<file path="config.mk">
export PLATFORM = sky130hd
export DESIGN_NAME = cond_branch_unit
export DESIGN_NICKNAME = d
export VERILOG_FILES = /design/src/rtl/cond_branch_unit_pkg.sv /design/src/rtl/cond_eval.sv /design/src/rtl/cond_branch_unit.sv
export SDC_FILE = /design/constraint.sdc
export NUM_CORES = 1
export LEC_CHECK = 0
export CORE_UTILIZATION = 39
export DETAILED_ROUTE_END_ITERATION = 12
export PLACE_DENSITY_LB_ADDON = 0.08
export SLEW_MARGIN = 20
export SYNTH_ARGS = -nofsm -noshare
export SYNTH_HDL_FRONTEND = slang
export SYNTH_SLANG_ARGS = --single-unit
</file>
<file path="constraint.sdc">
create_clock -name clk -period 2.3 [get_ports clk]
set_clock_uncertainty 0.15 [all_clocks]
set_input_delay 0.69 -clock clk [delete_from_list [all_inputs] [get_ports clk]]
set_output_delay 0.69 -clock clk [all_outputs]
set_load 0.005 [all_outputs]
</file>
<file path="src/rtl/cond_branch_unit_pkg.sv">
// Shared types for the conditional branch unit.
//   cond_e  : 4-bit branch condition encoding
//   state_e : resolution FSM states
//   Flag*   : bit positions of {N,Z,C,V} inside a 4-bit flag word
package cond_branch_unit_pkg;

  typedef enum logic [3:0] {
    CondNever  = 4'h0,
    CondAlways = 4'h1,
    CondEq     = 4'h2,  // Z
    CondNe     = 4'h3,  // ~Z
    CondLt     = 4'h4,  // N^V
    CondGe     = 4'h5,  // ~(N^V)
    CondLe     = 4'h6,  // (N^V) | Z
    CondGt     = 4'h7,  // ~(N^V) & ~Z
    CondMi     = 4'h8,  // N
    CondPl     = 4'h9,  // ~N
    CondVs     = 4'hA,  // V
    CondVc     = 4'hB,  // ~V
    CondCs     = 4'hC,  // C
    CondCc     = 4'hD,  // ~C
    CondCsOrZ  = 4'hE,  // C | Z
    CondNcNz   = 4'hF   // ~(C | Z)
  } cond_e;

  typedef enum logic [0:0] {
    StIdle  = 1'b0,
    StFlush = 1'b1
  } state_e;

  localparam int unsigned FlagN = 3;
  localparam int unsigned FlagZ = 2;
  localparam int unsigned FlagC = 1;
  localparam int unsigned FlagV = 0;

endpackage

</file>
<file path="src/rtl/cond_eval.sv">
// Combinational branch-condition evaluator.
//   cond  : condition code
//   flags : {N,Z,C,V} to test
//   taken : 1 when the condition holds
module cond_eval
  import cond_branch_unit_pkg::*;
(
  input  cond_e      cond,
  input  logic [3:0] flags,
  output logic       taken
);

  logic n, z, c, v, lt;

  assign n  = flags[FlagN];
  assign z  = flags[FlagZ];
  assign c  = flags[FlagC];
  assign v  = flags[FlagV];
  assign lt = n ^ v;

  always_comb begin
    taken = 1'b0;
    case (cond)
      CondNever:  taken = 1'b0;
      CondAlways: taken = 1'b1;
      CondEq:     taken = z;
      CondNe:     taken = ~z;
      CondLt:     taken = lt;
      CondGe:     taken = ~lt;
      CondLe:     taken = lt | z;
      CondGt:     taken = ~lt & ~z;
      CondMi:     taken = n;
      CondPl:     taken = ~n;
      CondVs:     taken = v;
      CondVc:     taken = ~v;
      CondCs:     taken = c;
      CondCc:     taken = ~c;
      CondCsOrZ:  taken = c | z;
      CondNcNz:   taken = ~(c | z);
      default:    taken = 1'b0;
    endcase
  end

endmodule

</file>
<file path="src/rtl/cond_branch_unit.sv">
// Conditional branch resolution unit.
// Holds the architectural flags, resolves one branch per accept, reports the
// decision one cycle later and squashes younger stages for FLUSH_CYCLES cycles
// after a taken branch.
//   clk, rst_n          : clock, async active-low reset
//   stall               : freezes all state
//   cc_we, cc_in        : flag write {N,Z,C,V}
//   br_valid/br_ready   : branch request handshake, br_cond, br_target payload
//   res_valid/res_taken/res_target : registered resolution result
//   flush               : squash younger stages
//   cc_q                : architectural flags
//   taken_cnt           : saturating taken-branch count
module cond_branch_unit
  import cond_branch_unit_pkg::*;
#(
  parameter int unsigned ADDR_W       = 32,
  parameter int unsigned FLUSH_CYCLES = 2,
  parameter int unsigned FWD_EN       = 1,
  parameter int unsigned CNT_W        = 16
) (
  input  logic              clk,
  input  logic              rst_n,
  input  logic              stall,
  input  logic              cc_we,
  input  logic [3:0]        cc_in,
  input  logic              br_valid,
  output logic              br_ready,
  input  logic [3:0]        br_cond,
  input  logic [ADDR_W-1:0] br_target,
  output logic              res_valid,
  output logic              res_taken,
  output logic [ADDR_W-1:0] res_target,
  output logic              flush,
  output logic [3:0]        cc_q,
  output logic [CNT_W-1:0]  taken_cnt
);

  localparam logic [3:0] FlushLoad = 4'(FLUSH_CYCLES);

  state_e             state_q, state_d;
  logic [3:0]         cnt_q, cnt_d;
  logic [CNT_W-1:0]   taken_cnt_q;
  logic               res_valid_q, res_taken_q;
  logic [ADDR_W-1:0]  res_target_q;
  logic [3:0]         cc_eff;
  logic               br_taken;
  logic               accept;

  // Forwarding lets a flag-setting instruction and a dependent branch resolve
  // in the same cycle.
  assign cc_eff = ((FWD_EN == 1) && cc_we) ? cc_in : cc_q;

  cond_eval u_cond_eval (
    .cond  (cond_e'(br_cond)),
    .flags (cc_eff),
    .taken (br_taken)
  );

  assign br_ready = (state_q == StIdle);
  assign accept   = br_valid & br_ready & ~stall;
  assign flush    = (state_q == StFlush);

  always_comb begin
    state_d = state_q;
    cnt_d   = cnt_q;
    unique case (state_q)
      StIdle: begin
        if (accept && br_taken) begin
          state_d = StFlush;
          cnt_d   = FlushLoad;
        end
      end
      StFlush: begin
        if (!stall) begin
          if (cnt_q == 4'd1) begin
            state_d = StIdle;
            cnt_d   = 4'd0;
          end else begin
            cnt_d = cnt_q - 4'd1;
          end
        end
      end
      default: begin
        state_d = StIdle;
        cnt_d   = 4'd0;
      end
    endcase
  end

  always_ff @(posedge clk or negedge rst_n) begin
    if (!rst_n) begin
      state_q <= StIdle;
      cnt_q   <= 4'd0;
    end else begin
      state_q <= state_d;
      cnt_q   <= cnt_d;
    end
  end

  // Flags are written regardless of FSM state; only stall blocks them.
  always_ff @(posedge clk or negedge rst_n) begin
    if (!rst_n) begin
      cc_q <= 4'b0000;
    end else if (cc_we && !stall) begin
      cc_q <= cc_in;
    end
  end

  always_ff @(posedge clk or negedge rst_n) begin
    if (!rst_n) begin
      taken_cnt_q <= '0;
    end else if (accept && br_taken && (taken_cnt_q != {CNT_W{1'b1}})) begin
      taken_cnt_q <= taken_cnt_q + 1'b1;
    end
  end

  // res_valid is a pulse: it follows accept, which is already gated by stall.
  always_ff @(posedge clk or negedge rst_n) begin
    if (!rst_n) begin
      res_valid_q  <= 1'b0;
      res_taken_q  <= 1'b0;
      res_target_q <= '0;
    end else begin
      res_valid_q <= accept;
      if (accept) begin
        res_taken_q  <= br_taken;
        res_target_q <= br_target;
      end
    end
  end

  assign res_valid  = res_valid_q;
  assign res_taken  = res_taken_q;
  assign res_target = res_target_q;
  assign taken_cnt  = taken_cnt_q;

endmodule
</file>
Yosys cells after proc, flatten, opt, wreduce, memory -nomap -nowiden:

Index checks and enable logic that the tools add are counted.
W data, S select, Z words.

* input bits: 45
* logic and storage cells: 58
* output and inout port bits: 56
* bits in registers: 59

* equal/unequal tests: 19
* reduce and logical (&&, ||, !) cells: 6
* multiplexer cells: 10
* bitwise gates (word level): 14
* $add $sub $neg: 2

Operators by type and width (count)
* $eq A4 B4 Y1 const B: 8
* $add A16 B1 Y16 const B: 1
* $eq A4 B3 Y1 const B: 4
* $mux W4: 4
* $ne A16 B16 Y1 const B: 1
* $pmux W1 S16: 1
* $eq A4 B1 Y1 const B: 2
* $eq A4 B2 Y1 const B: 2
* $not A1 Y1: 8
* $pmux W4 S2: 1
* $logic_not A4 Y1: 1
* $sub A4 B1 Y4 const B: 1
* $and A1 B1 Y1: 3
* $logic_and A1 B1 Y1: 3
* $mux W1: 3
* $ne A2 B1 Y1 const B: 1
* $ne A2 B2 Y1 const B: 1
* $or A1 B1 Y1: 2
* $pmux W1 S2: 1
* $reduce_and A2 Y1: 1
* $logic_not A1 Y1: 1
* $xor A1 B1 Y1: 1

Logic depth before layout (Yosys ltp):

* word-level depth: 8
* depth in mapped cells: 9
* mapped depth without buffers: 7

Hierarchy:

A second synthesis with hierarchy kept.

* cells, all modules: 197
* area total of the unflattened synthesis: 2643.8 um^2

Modules (own cells, without submodules)
* cond_branch_unit: seq. area each 1476.4 um^2, area an instance 2541.2 um^2, cells an instance 185, times used 1
* cond_eval: seq. area each 0.0 um^2, area an instance 102.6 um^2, cells an instance 12, times used 1

Worst setup path after synthesis:

OpenSTA, ideal clock, no wires.

* path kind: input-to-reg
* from: input port cc_we
* to: register taken_cnt_q[1] (netlist: taken_cnt[1])
* slack: -0.219 ns
* library setup time: 0.128 ns
* data required time: 2.022 ns
* arrival time: 2.242 ns
* buffers on the path: 1
* stages on the path: 7
* cell sequence: buf_6 mux4_2 xnor2_1 nand3_1 a31oi_4 and2_1 mux2_1

* cells in the longest elaborated chain, start to end: 7
* elaborated cells between the ends (all ways): 14
* those cells by class: mux: 2; bitwise: 10; reduce/logical: 2

RTL lines
* from (decl): line cond_branch_unit.sv:24 `input logic cc_we,`
* $mux W4 *: line cond_branch_unit.sv:51 `assign cc_eff = ((FWD_EN == 1) && cc_we) ? cc_in : cc_q;`
* $xor A1 B1 Y1: line cond_eval.sv:19 `assign lt = n ^ v;`
* $not A1 Y1: line cond_eval.sv:29, cond_eval.sv:31
* $and A1 B1 Y1: line cond_eval.sv:31 `CondGt: taken = ~lt & ~z;`
* $pmux W1 S16 *: line cond_eval.sv:23 `case (cond)`
* $logic_and A1 B1 Y1 * (2 in series): line cond_branch_unit.sv:112 `end else if (accept && br_taken && (taken_cnt_q != {CNT_W{1'b1}})) begin`
* to (signal assigned): line cond_branch_unit.sv:113 `taken_cnt_q <= taken_cnt_q + 1'b1;`
* to (decl): line cond_branch_unit.sv:42 `logic [CNT_W-1:0] taken_cnt_q;`

Mark *: on every way between the ends. The rest lies on a longest branch, timed or not.
A chain may end at the register's enable or synchronous reset.

Worst setup path after layout:

Same ends and word-level chain as after synthesis.

==> impl_metrics.csv <==
group,metric,value,unit
status,outcome,"complete, but fails checks",
status,violations,"design-rule violations",
drt,via_count,2037,
clock_tree,clockBufferDepth,2,
drt,drc_errors,8,
power,leakage,1.88,nW
worst_hold_path,min_path_type,"primary input to async pin",
drt,first_pass_iters,8,
clock_tree,htreeDepth,3,
setup_path,cp_slowest_cell,"mux4_2",
synthesis,synth_area_per_cell,13.3,µm²
synthesis,synth.area.top_cells,"dfrtp_1 (56%), mux2_2 (15%), xnor2_1 (6.0%)",
placed_design,place_area,3930,µm²
drt,ant_nets,0,
drt,drtIter0Drc,94,
final_layout,final_area,4260,µm²
power,power_switching,0.00113,W
synthesis,syn_inst,198,
synthesis,syn_area,2630,µm²
synthesis,synth_async_sr_flop_share,1.00,
clock_tree,cts_buffers,9,
synthesis,yosys.area_share.simple,0.107,
synthesis,synth_edf_count,0,
placed_design,place_congestion,0.771,
clock_tree,clk_pin_slew_worst_paths,0.07,ns
final_layout,syn_to_final_growth,62.2,%
final_layout,diodes,0,
clock_tree,worstSkewPairLatency,0.33,ns
setup_path,cp-start-kind,"primary input",
setup_path,critPathTopFamily,"multiplexers",
power,power_density,978,nW/µm²
synthesis,synth_ff_type,"dfrtp_1",
final_layout,fillers,506,
timing,final.period_utilization,0.984,
power,pwr-share-seq,0.399,
timing,fmax,442,MHz
setup_path,crit_buf_inv,1,
timing,finalHoldViolCount,0,
floorplan,die_h,84.1,µm
power,ir_drop,0.571,mV
synthesis,synth-seq-cells,59,
synthesis,synth_compound_area_frac,0.0429,
synthesis,synth.area.mux_share,0.180,
timing,slew_viol_final,0,
power,power_frac_comb,0.375,
drt,wl,6190,µm
power,swShare,0.270,
synthesis,synth.largest_area_cell,"dfrtp_1",
final_layout,multiInputGateArea,1220,µm²
synthesis,syn-num-nets,246,
synthesis,synth_top_area_frac,0.562,
setup_path,crit_fanout,4,
timing,maxSlewHeadroom,0.700,
timing,setup-tns-final,0,ns
floorplan,num_rows,29,
synthesis,ys_seq_area_frac,0.562,
clock_tree,cts_root_buf,"clkbuf_8",
final_layout,seq_area,1480,µm²
synthesis,synth-adder-area-share,0.0143,
floorplan,coreArea,6420,µm²
floorplan,die_w,84.1,µm
global_routing,grt-ovfl-total,0,
setup_path,required,2.37,ns
setup_path,max_stage_delay,0.52,ns
final_layout,nets,377,
drt,via_per_inst,4.97,
setup_path,crit_arrival,2.34,ns
setup_path,crit_chain,"buf_6, mux4_2, xnor2_2, nand3_2, a31oi_4, and2_4, mux2_4",
setup_path,cp-end-kind,"flip-flop",
synthesis,synth_xor_area_frac,0.0633,
timing,tightest_slew,0.450,ns
clock_tree,cts_sinks,59,
floorplan,boundaryPins,101,
timing,setup_ws,0.0369,ns
clock_tree,cts_tree,"done",
setup_path,critPathKind,"primary input to flip-flop",
placed_design,port_buffers,100,
power,p_int,0.00304,W
global_routing,grt_pass1_vias,2082,
placed_design,place_ws,-0.697,ns
placed_design,dp_hpwl,4250,µm
synthesis,ys_warn_count,0,
timing,rsz0062_at_grt,"true",
synthesis,synth_top_family_by_area,"multiplexers",
power,fin_total_pwr,0.00417,W
timing,period_needed,2.26,ns
flow_run,cap_violations,0,
synthesis,yosys.cell_types.count,37,
floorplan,initial_utilization,0.409,
timing,setup_viol,0,
global_routing,grt_pass1_wl,10300,µm
global_routing,antenna_found_initial,0,
drt,wl_per_cell,15.1,µm
floorplan,die_area,7070,µm²
global_routing,track_usage,0.190,
global_routing,grt_max_degree,35,
power,power_frac_clock,0.226,
final_layout,drive_above_1_share,0.336,
-- cell families (layout without fill, tap and decap cells) --
| logic type | after synthesis | in the layout |
|---|---|---|
| AND/OR/NAND/NOR | 48 | 48 |
| adder cells (fa/ha/maj) | 3 | 3 |
| buffers and inverters | 14 | 149 |
| flip-flops | 59 | 59 |
| AO/OA/AOI/OAI | 14 | 14 |
| XOR/XNOR | 19 | 19 |
| multiplexers | 41 | 41 |
-- sequential cells by signal (all words and copies together) (netlist names) --
| name | count |
|---|---|
| res_taken | 1 |
| taken_cnt | 16 |
| res_target | 32 |
| cc_q | 4 |
| cnt_q | 4 |
| flush | 1 |
| res_valid | 1 |
-- layout by cell type, fill, tap and decap left out, types with 2 or more instances in the layout --
master           synthesis  final
nand3_1                 11      2
inv_2                    0      2
o22ai_1                  2      2
buf_6                    3      4
xnor2_2                  0      4
nand2_1                  5      5
buf_12                   0      2
nand3_2                  0      8
and2_1                   3      2
xnor2_1                 18     14
o21ai_0                  2      2
clkbuf_2                 0      4
dfrtp_1                 59     58
inv_1                    7      5
dlymetal6s2s_1           0      4
and3_1                   8      8
nor3_1                   3      2
nand2b_1                 2      2
nand4_4                  0      3
clkbuf_8                 0     11
ha_1                     3      3
a21o_1                   2      2
clkbuf_1                 0      2
buf_4                    0     21
mux2_2                  36     36
mux2_4                   1      2
nand4_1                  4      4
nor2_1                   4      4
clkdlybuf4s50_1          0     89
-- area by class of cell --
type,count,area share
flip-flops and latches,59,0.347
repair buffers,127,0.292
multi-input cells,125,0.287
clock buffers,13,0.0373
well taps,77,0.0226
clock inverters,2,0.00822
inverters,7,0.00617
-- layer usage --
metal	routed length, µm	up-vias	global-route usage	share of wire
li1	-	970	-	-
met1	2680	991	0.237	0.43
met2	3020	66	0.306	0.49
met3	366	10	0.0613	0.059
met4	124	0	0.0737	0.020
met5	0	-	0	0
-- power by group through the flow --
stage	combinational, W	sequential (W)	clock, W
floorplan	0.000567	0.00168	0
global placement	0.00152	0.00166	0
finish	0.00156	0.00166	0.000941
global route	0.00168	0.00172	0.00102
detailed placement	0.00154	0.00167	0
CTS	0.00156	0.00165	0.000966
-- synth_stat cells (2+ instances only) --
| master | n |
|---|---|
| o22ai_1 | 2 |
| o21ai_0 | 2 |
| ha_1 | 3 |
| nand4_1 | 4 |
| nand2_1 | 5 |
| mux2_2 | 36 |
| and3_1 | 8 |
| a21o_1 | 2 |
| nand2b_1 | 2 |
| mux2i_1 | 2 |
| nor2_1 | 4 |
| nand3_1 | 11 |
| nand4_2 | 3 |
| inv_1 | 7 |
| nor3_1 | 3 |
| and2_1 | 3 |
| xnor2_1 | 18 |
| buf_6 | 3 |
| dfrtp_1 | 59 |
| buf_2 | 4 |
-- path summary, 6_finish.rpt --
kind                                from              to  slack [ns]  cells past startpoint
max                                cc_we    taken_cnt[1]        0.04                      7
min                                rst_n   res_target[9]        0.11                      1
max reg2reg                      cc_q[0]    taken_cnt[1]        0.06                      6
min reg2reg                taken_cnt[12]   taken_cnt[12]        0.34                      1
max in group asynchronous          rst_n  res_target[14]        1.30                      2
min in group clk           taken_cnt[12]   taken_cnt[12]        0.34                      1
-- per-stage QoR --
step	utilization	hold slack (ns)	cells
global placement	0.612	0.323	390
detailed placement	0.612	0.340	390
finish	0.664	0.110	410
CTS	0.650	0.111	409
global route	0.664	0.130	410
floorplan	-	0.244	198
-- repair_timing --
item	CTS	global route
setup endpoints to repair	22	15
resized for setup	15	28
cloned	1	1
hold buffers	0	0
pin swaps	5	12
setup buffers	3	2
No activity file was read; power rests on OpenSTA's default activity.
